--- config.mk ---
export PLATFORM = sky130hd
export DESIGN_NAME = ganancia
export DESIGN_NICKNAME = d
export VERILOG_FILES = /design/src/rtl/ganancia.sv
export SDC_FILE = /design/constraint.sdc
export NUM_CORES = 1
export LEC_CHECK = 0
export ABC_CLOCK_PERIOD_IN_PS = 2050
export BUFFER_PORTS_ARGS = -buffer_cell sky130_fd_sc_hd__buf_2
export CAP_MARGIN = 20
export CORE_MARGIN = 4
export CORE_UTILIZATION = 46
export CTS_CLUSTER_SIZE = 14
export DETAILED_ROUTE_END_ITERATION = 10
export PLACE_DENSITY_LB_ADDON = 0.15
export SLEW_MARGIN = 40
export SYNTH_ARGS = -nofsm -noshare
export SYNTH_HDL_FRONTEND = slang
export SYNTH_SLANG_ARGS = --single-unit
--- constraint.sdc ---
create_clock -name clock -period 2.05 [get_ports clock]
set_clock_uncertainty 0.05 [all_clocks]
set_input_delay 0.205 -clock clock [delete_from_list [all_inputs] [get_ports clock]]
set_output_delay 0.205 -clock clock [all_outputs]
set_load 0.03 [all_outputs]
--- src/rtl/ganancia.sv ---
// SPI write-only programmer for an LTC6912-class dual-channel pre-amplifier.
// Each rising edge of clockenable, accepted while idle, shifts {GAIN_B, GAIN_A} MSB first.
module ganancia #(
  parameter logic [3:0] GAIN_A  = 4'b0001,
  parameter logic [3:0] GAIN_B  = 4'b0001,
  parameter int         CLK_DIV = 4
) (
  input  logic clock,
  input  logic reset,
  input  logic clockenable,
  output logic mosi,
  output logic sck,
  output logic ampcs,
  output logic ampshdn
);

  localparam int CW = (CLK_DIV > 1) ? $clog2(CLK_DIV) : 1;
  localparam logic [CW-1:0] LAST = CW'(CLK_DIV - 1);

  typedef enum logic [2:0] {
    IDLE     = 3'd0,
    SHIFT_LO = 3'd1,
    SHIFT_HI = 3'd2,
    HOLD     = 3'd3,
    GAP      = 3'd4
  } state_t;

  state_t        state, state_n;
  logic [CW-1:0] cnt, cnt_n;
  logic [7:0]    word, word_n;
  logic [2:0]    bit_idx, bit_n;
  logic          hist;
  logic          sck_n, mosi_n, ampcs_n;
  logic          last, start;

  assign last = (cnt == LAST);
  // The final edge of GAP counts as idle, so a new word can begin exactly 18 phases after t0.
  assign start = clockenable & ~hist & ((state == IDLE) | ((state == GAP) & last));

  always_comb begin
    state_n = state;
    cnt_n   = (state == IDLE) ? '0 : cnt + CW'(1);
    word_n  = word;
    bit_n   = bit_idx;
    sck_n   = sck;
    mosi_n  = mosi;
    ampcs_n = ampcs;
    case (state)
      IDLE: ;
      SHIFT_LO: begin
        if (last) begin
          state_n = SHIFT_HI;
          sck_n   = 1'b1;
          cnt_n   = '0;
        end
      end
      SHIFT_HI: begin
        if (last) begin
          sck_n = 1'b0;
          cnt_n = '0;
          if (bit_idx == 3'd7) begin
            state_n = HOLD;
          end else begin
            state_n = SHIFT_LO;
            bit_n   = bit_idx + 3'd1;
            mosi_n  = word[6];
            word_n  = {word[6:0], 1'b0};
          end
        end
      end
      HOLD: begin
        if (last) begin
          state_n = GAP;
          ampcs_n = 1'b1;
          mosi_n  = 1'b0;
          cnt_n   = '0;
        end
      end
      GAP: begin
        if (last) begin
          state_n = IDLE;
          cnt_n   = '0;
        end
      end
      default: begin
        state_n = IDLE;
        cnt_n   = '0;
      end
    endcase
    if (start) begin
      state_n = SHIFT_LO;
      cnt_n   = '0;
      word_n  = {GAIN_B, GAIN_A};
      bit_n   = 3'd0;
      sck_n   = 1'b0;
      mosi_n  = GAIN_B[3];
      ampcs_n = 1'b0;
    end
  end

  always_ff @(posedge clock) begin
    if (reset) begin
      state   <= IDLE;
      cnt     <= '0;
      word    <= '0;
      bit_idx <= 3'd0;
      hist    <= 1'b0;
      sck     <= 1'b0;
      mosi    <= 1'b0;
      ampcs   <= 1'b1;
    end else begin
      state   <= state_n;
      cnt     <= cnt_n;
      word    <= word_n;
      bit_idx <= bit_n;
      hist    <= clockenable;
      sck     <= sck_n;
      mosi    <= mosi_n;
      ampcs   <= ampcs_n;
    end
  end

  // The amplifier is never put into shutdown.
  assign ampshdn = 1'b0;

endmodule

After elaboration in Yosys (flattened, before gate mapping):

Index checks and enable logic that the tools add are counted.
W data, S select, Z words.

* input port bits: 3
* register bits after elaboration: 19
* memory bits (read-only): 0
* memories: 0
* latch bits: 0
* word-level logic and storage cells: 73
* bits in writable memories: 0

* mux-type cells: 22
* reductions and logical operators: 15
* div/mod/pow operators: 0
* equality and inequality tests: 17
* bitwise gates (word level): 7
* multipliers: 0
* order comparisons: 0
* $add $sub $neg: 2
* shifts and indexed selects: 0

Operators with widths (number)
* $mux W5: 4
* $pmux W3 S5: 1
* $ne A2 B2 Y1 const B: 7
* $mux W3: 4
* $ne A3 B3 Y1 const B: 4
* $reduce_and A5 Y1: 2
* $reduce_bool A2 Y1: 5
* $reduce_and A3 Y1: 3
* $mux W1: 7
* $eq A3 B2 Y1 const B: 2
* $eq A3 B3 Y1 const B: 2
* $mux W2: 3
* $pmux W1 S2: 2
* $pmux W2 S2: 1
* $reduce_and A4 Y1: 1
* $reduce_or A4 Y1: 1
* $add A3 B1 Y3 const B: 1
* $and A1 B1 Y1: 3
* $eq A3 B1 Y1 const B: 1
* $logic_not A3 Y1: 1
* $not A1 Y1: 3
* $add A2 B1 Y2 const B: 1
* $eq A2 B2 Y1 const B: 1
* $reduce_and A2 Y1: 1
* 2 further kinds: 2

Logic depth before layout (Yosys ltp):

Gate-level depths: netlist of the first run.

* depth after elaboration: 6
* gate-level depth with buffers: 6
* depth with buffers taken out: 5

Worst setup path after synthesis of the first run:

Ideal clock, no wire load.

* kind: flip-flop to flip-flop
* start point: register bit_idx[0]
* end point: register word[4]
* stages on the path, launching flop included: 7
* required time: 1.876 ns
* slack: 0.518 ns
* arrival: 1.357 ns
* clock period less this slack: 1.532 ns
* path buffers: 1
* path through: dfxtp_1 ha_1 ha_1 or2_2 clkbuf_1 o21ai_0 a31oi_1

* word-level cells in the longest chain between the ends: 3

RTL lines
* from (decl): RTL line 31 `logic [2:0] bit_idx, bit_n;`
* from (signal assigned): RTL line 115 `bit_idx <= bit_n;`
* $eq A3 B3 Y1: RTL line 61 `if (bit_idx == 3'd7) begin`
* $ne A2 B2 Y1 (no source line)
* $reduce_and A3 Y1 (no source line)
* to (signal assigned): RTL line 114 `word <= word_n;`
* to (decl): RTL line 30 `logic [7:0] word, word_n;`

Every way passes these cells.
A chain may end at the register's enable or synchronous reset.

Final worst setup path of the first run:

* start point: register bit_idx[0]
* end point: register bit_idx[0]

* word-level cells in the longest chain between the ends: 3
* elaborated cells on any way between the ends: 4

RTL lines (RTL line)
* $eq A3 B3 Y1: 61
* $not A1 Y1 (no source line)
* $reduce_and A3 Y1 (no source line)

Parallel ways exist; a longest one is shown, timed or not.

==> qor.csv, run 1 <==
stage,metric,value,unit
status,status,"finished, final reports clean",
sta,tns,0,ns
yosys,synth_cell_types,36,
floorplan,die_area,2660,um^2
yosys,synth_fp_nets,105,
floorplan,core,1760,um^2
setup_path,critPathKind,flop to flop,
hold_path,holdPathStages,2,
cts,cts_buffers,3,
floorplan,row_count,15,
cts,clock_latency,0.28,ns
detailed_routing,route.vias.total,703,
global_routing,gr-total-overflow,0,
cts,htree_levels,1,
yosys,syn_area,873,um^2
setup_path,worstPathRequired,2.21,ns
floorplan,dieHeight,51.6,um
hold_path,hold_class,input pin to flop,
cts,clock_sinks,19,
finish,syn_to_final_growth,6.45,%
setup_path,worstRegToRegCells,5,
finish,post-route-util,0.527,
run,max_cap_viol_count,0,
cts,clk_path_buf_depth,2,
yosys,yosys.area.top_type_share,0.436,
sta,fin_crit_sh,0.839,
setup_path,crit_path_start_kind,flop,
detailed_routing,wl_met1,827,um
setup_path,setup.worst_path.start,bit_idx[0]$_SDFFE_PP0P_,
global_routing,grt_pass1_vias,654,
yosys,ys_seq_area_frac,0.436,
detailed_routing,drc,0,
setup_path,worstPathMaxFanout,11,
floorplan,start_util,0.495,
sta,min_period,1.72,ns
cts,clock-root-buffer,clkbuf_4,
detailed_routing,ant_nets,0,
power,p_per_area,667,nW/um^2
cts,clk_pin_slew_worst_paths,0.10,ns
global_routing,grt_pass1_wl,2840,um
detailed_routing,via_per_inst,5.49,
yosys,yosysTopAreaCell,dfxtp_1,
place,io_buffers,5,
global_routing,grt_start_max_net_pins,16,
cts,cts_setup_buffers,0,
detailed_routing,wire_per_inst,12.5,um
floorplan,ios,7,
detailed_routing,dr.max_layer_used,met4,
setup_path,reg2reg_from,bit_idx[0]$_SDFFE_PP0P_,
yosys,netlist_instances,99,
hold_path,holdPathEnd,state[2]$_SDFFE_PP0P_,
sta,drv_slew,0,
sta,setup_viol,0,
power,max-vdd-ir-drop,0.413,mV
setup_path,rr_endpoint,bit_idx[0]$_SDFFE_PP0P_,
detailed_routing,wl_met2,717,um
sta,hold_viol,0,
global_routing,antenna_found_initial,0,
finish,diodes,0,
detailed_routing,wl_met3,48,um
yosys,synthTopCellsByArea,"dfxtp_1 44%, o21ai_0 7.4%, a21oi_1 6.3%",
sta,rsz0062_at_grt,false,
cts,cts_resized,0,
cts,cts_hold_buf,0,
setup_path,cp-end-kind,flop,
detailed_routing,drtIter0Drc,12,
setup_path,crit_arrival,1.89,ns
setup_path,r2r_setup_slack,0.33,ns
finish,drive_gt1_frac,0.175,
finish,final_nets,110,
yosys,ys_warn_count,0,
hold_path,hold_path.startpoint,reset,
detailed_routing,dr.pass1.iters,4,
yosys,syn_area_per_cell,8.82,um^2
power,p_leak,0.351,nW
sta,max_clock_freq,581,MHz
floorplan,die_w,51.6,um
place,gp_congestion,0.733,
global_routing,grt_use_total,0.139,
detailed_routing,routed_wirelength,1600,um
cts,cts_tree,built,
yosys,ys_ff_latch,19,
place,dp_hpwl,1090,um
## report_power, final
part | total [mW] | switching (mW) | leakage (nW) | internal [mW]
clock | 0.180 | 0.104 | 0.0150 | 0.0754
sequential | 0.388 | 0.00967 | 0.155 | 0.378
combinational | 0.0522 | 0.0314 | 0.181 | 0.0208
## synthesized netlist by cell type (all sizes together)
| cell type | n |
|---|---|
| nand2 | 1 |
| a22oi | 1 |
| o41ai | 1 |
| and3b | 2 |
| inv | 3 |
| nor2 | 7 |
| or3 | 2 |
| clkbuf | 2 |
| ha | 3 |
| o21ai | 14 |
| o311a | 1 |
| a21o | 2 |
| o21bai | 1 |
| or3b | 1 |
| nor3b | 1 |
| nand3 | 8 |
| or4 | 1 |
| conb | 1 |
| nand2b | 1 |
| a21oi | 11 |
| nor2b | 3 |
| a31oi | 1 |
| nand3b | 2 |
| dfxtp | 19 |
| or2 | 1 |
| buf | 5 |
| nor3 | 2 |
| nand4 | 1 |
| a211oi | 1 |
## worst max-delay path, stage by stage (launching register included)
cell and delay [ns]:
dfxtp_1 0.33, ha_1 0.20, ha_1 0.23, or2_2 0.37
or3_1 0.32, a21oi_1 0.15
## metal layers
| metal | global-route usage | vias up |
|---|---|---|
| met4 | 0.0524 | 0 |
| met2 | 0.216 | 6 |
| met5 | 0 | - |
| met1 | 0.184 | 330 |
| li1 | - | 365 |
| met3 | 0.0372 | 2 |
## stage by stage
stage	total power [mW]	std cells	instance area (um^2)	hold WS (ns)	worst slack [ns]
2_1_floorplan	0.436	99	873	0.224	0.518
3_3_place_gp	0.447	124	903	0.360	0.429
3_5_place_dp	0.448	124	903	0.367	0.372
4_1_cts	0.629	128	930	0.0858	0.336
5_1_grt	0.654	128	930	0.105	0.230
6_report	0.620	128	930	0.0933	0.329
## kinds of logic (layout without fill, tap and decap cells)
kind of cell             Yosys count  count (layout)  synth area share
AO/OA/AOI/OAI                     33              33             0.223
adder cells (fa/ha/maj)            3               3            0.0430
buffers and inverters             10              14            0.0602
flip-flops                        19              19             0.436
other                              1               1           0.00429
AND/OR/NAND/NOR                   33              33             0.234
## sequential cells by signal, indices dropped and copies added, names as in the netlist
name	cells
state	3
bit_idx	3
ampcs	1
hist	1
mosi	1
sck	1
word	7
cnt	2
## worst max path at each step
stage               depth (start not counted)  slack, ns                      end
floorplan                                   6       0.52     word[4]$_SDFFE_PP0P_
global placement                            5       0.43  bit_idx[0]$_SDFFE_PP0P_
detailed placement                          5       0.37  bit_idx[0]$_SDFFE_PP0P_
CTS                                         5       0.34  bit_idx[0]$_SDFFE_PP0P_
global route                                5       0.23  bit_idx[0]$_SDFFE_PP0P_
finish                                      5       0.33  bit_idx[0]$_SDFFE_PP0P_
## cell usage in the layout (no fill, tap or decap), types with 2 or more instances in the layout
| cell type | count |
|---|---|
| dfxtp_1 | 19 |
| o21ai_0 | 13 |
| a21oi_1 | 11 |
| nand3_1 | 8 |
| nor2_1 | 6 |
| buf_2 | 5 |
| inv_1 | 3 |
| ha_1 | 3 |
| clkbuf_4 | 3 |
| and3b_1 | 2 |
| nand3b_1 | 2 |
| nor2b_1 | 2 |
| a21o_1 | 2 |
| buf_4 | 2 |
## cell type report
type	count	area, um^2
fillers	191	835
multi-input cells	70	440
flip-flops and latches	19	380
repair buffers	7	40.0
well taps	25	31.3
clock buffers	4	26.3
inverters	3	11.3
Power figures use the tool's default switching activity.
==> run 2: changes to the inputs <==
ABC_CLOCK_PERIOD_IN_PS = 1650   (was 2050)
clock period = 1.65 ns   (was 2.05 ns; I/O delays follow)
==> run 2 against run 1 <==
Clock power grew 31%. Via count grew 5.5%. Final cell count grew 4.7%. Wire length grew 3.1%. Cell area grew 6.1%. Sequential power grew 24%. Worst setup slack lost 0.25 ns. Critical path depth is the same. Flip-flop and latch count is the same.
==> qor.csv, run 2 (same netlist as run 1, synthesis figures left out) <==
stage,metric,value,unit,change
global_routing,grt_pass1_wl,2810,um,-1.2%
power,max-vdd-ir-drop,0.672,mV,+63%
cts,htree_levels,1,,unchanged
global_routing,grt_start_max_net_pins,12,,-4
finish,post-route-util,0.559,,+0.0319
sta,rsz0062_at_grt,true,,
setup_path,crit_path_start_kind,flop,,
place,dp_hpwl,1100,um,+0.91%
cts,clk_pin_slew_worst_paths,0.11,ns,about the same
finish,final_nets,116,,+5.5%
finish,largestRegisters,"word x7, bit_idx x3, state x3",,
place,dp.cells,128,,+3.2%
global_routing,gr-total-overflow,0,,unchanged
detailed_routing,wire_per_inst,12.3,um,-1.6%
finish,largest_reg_flops,7,,unchanged
run,max_cap_viol_count,0,,unchanged
setup_path,worstPathRequired,1.84,ns,-0.37 ns
finish,syn_to_final_growth,12.9,%,
cts,clock_latency,0.30,ns,+0.02 ns
floorplan,core,1760,um^2,unchanged
place,place_ws,0.00549,ns,-0.366 ns
setup_path,critPathKind,flop to flop,,
sta,setup_viol,0,,unchanged
setup_path,cp-end-kind,flop,,
cts,cts_tree,built,,
finish,fin_area,986,um^2,+6.1%
setup_path,crit_arrival,1.76,ns,-0.13 ns
global_routing,grt_use_total,0.144,,+0.00467
cts,clock_sinks,19,,unchanged
global_routing,grt_pass1_vias,647,,-1.1%
detailed_routing,drtIter0Drc,10,,-2
cts,cts_hold_buf,0,,unchanged
sta,drv_slew,0,,unchanged
sta,max_clock_freq,636,MHz,+9.4%
place,placed_area,933,um^2,+3.3%
finish,layout_common_cells,"18 x dfxtp_1, 12 x o21ai_0, 11 x a21oi_1",,
finish,fill_cells,188,,-1.6%
detailed_routing,via_per_inst,5.54,,+0.82%
detailed_routing,route.vias.total,742,,+5.5%
finish,drive_gt1_frac,0.257,,+0.0821
finish,final_common_cell,dfxtp_1,,
sta,min_period,1.57,ns,-0.147 ns
detailed_routing,ant_nets,0,,unchanged
finish,diodes,0,,unchanged
cts,clock-root-buffer,clkbuf_4,,
detailed_routing,dr.pass1.iters,4,,unchanged
finish,stdcell_count,134,,+4.7%
hold_path,holdPathStages,2,,unchanged
detailed_routing,drc,0,,unchanged
power,p_leak,0.382,nW,+9.0%
floorplan,row_count,15,,unchanged
floorplan,start_util,0.495,,unchanged
sta,hold_viol,0,,unchanged
power,p_per_area,807,nW/um^2,+21%
cts,cts_buffers,3,,unchanged
sta,tns,0,ns,unchanged
cts,clk_path_buf_depth,2,,unchanged
place,gp_congestion,0.736,,+0.40%
sta,fin_crit_sh,0.953,,+0.114
setup_path,worstRegToRegCells,5,,unchanged
floorplan,ios,7,,unchanged
floorplan,die_w,51.6,um,unchanged
place,io_buffers,5,,unchanged
status,status,"finished, final reports clean",,
detailed_routing,routed_wirelength,1650,um,+3.1%
finish,top_register,word,,
hold_path,hold_class,input pin to flop,,
floorplan,dieHeight,51.6,um,unchanged
floorplan,die_area,2660,um^2,unchanged
setup_path,worstPathMaxFanout,7,,-4
sta,layout_setup_ws,0.0768,ns,-0.253 ns
global_routing,antenna_found_initial,0,,unchanged
run 2: worst paths after layout:
| kind | startpoint | end | slack, ns |
|---|---|---|---|
| max | bit_idx[0]$_SDFFE_PP0P_ | bit_idx[0]$_SDFFE_PP0P_ | 0.08 |
| min reg2reg | cnt[0]$_SDFF_PP0_ | cnt[0]$_SDFF_PP0_ | 0.38 |
| min | reset | word[0]$_SDFFE_PP0P_ | 0.03 |
| max reg2reg | bit_idx[0]$_SDFFE_PP0P_ | bit_idx[0]$_SDFFE_PP0P_ | 0.08 |
run 2: cell type report:
type	count	area, um^2	share of cell area
clock buffer	3	22.5	0.0228
clock inverter	1	5.00	0.00508
inverter	3	11.3	0.0114
multi-input combinational	70	452	0.458
sequential	19	382	0.387
tap	25	31.3	0.0317
timing repair buffer	13	82.6	0.0838
run 2: per-layer routing:
metal  track usage  vias to the layer above  part of all wire
li1              -                      376                 -
met1         0.194                      343              0.48
met2         0.206                       21              0.45
met3        0.0344                        2             0.056
met4        0.0873                        0             0.016
met5             0                        -                 0
run 2: worst max-delay path: stages (launching register included):
cell and delay, ns:
dfxtp_2 0.34, ha_1 0.20, ha_1 0.20, or2_4 0.28, or3_1 0.31, a21oi_1 0.13
run 2: timing repair:
item | in CTS | in global routing
pin swaps | 0 | 2
setup endpoints to repair | 1 | 7
buffers inserted | 0 | 2
resized for setup | 1 | 5
run 2: report_power, final:
part | total, mW | leakage (nW) | internal (mW) | switching [mW]
Clock | 0.236 | 0.0177 | 0.0905 | 0.146
Sequential | 0.480 | 0.155 | 0.470 | 0.0102
Combinational | 0.0792 | 0.209 | 0.0355 | 0.0437
run 2: per-stage QoR:
| step | hold WS [ns] | total power [mW] |
|---|---|---|
| floorplan | 0.184 | 0.541 |
| global placement | 0.359 | 0.561 |
| detailed placement | 0.365 | 0.562 |
| CTS | 0.0275 | 0.800 |
| global route | 0.0435 | 0.838 |
| finish | 0.0337 | 0.795 |
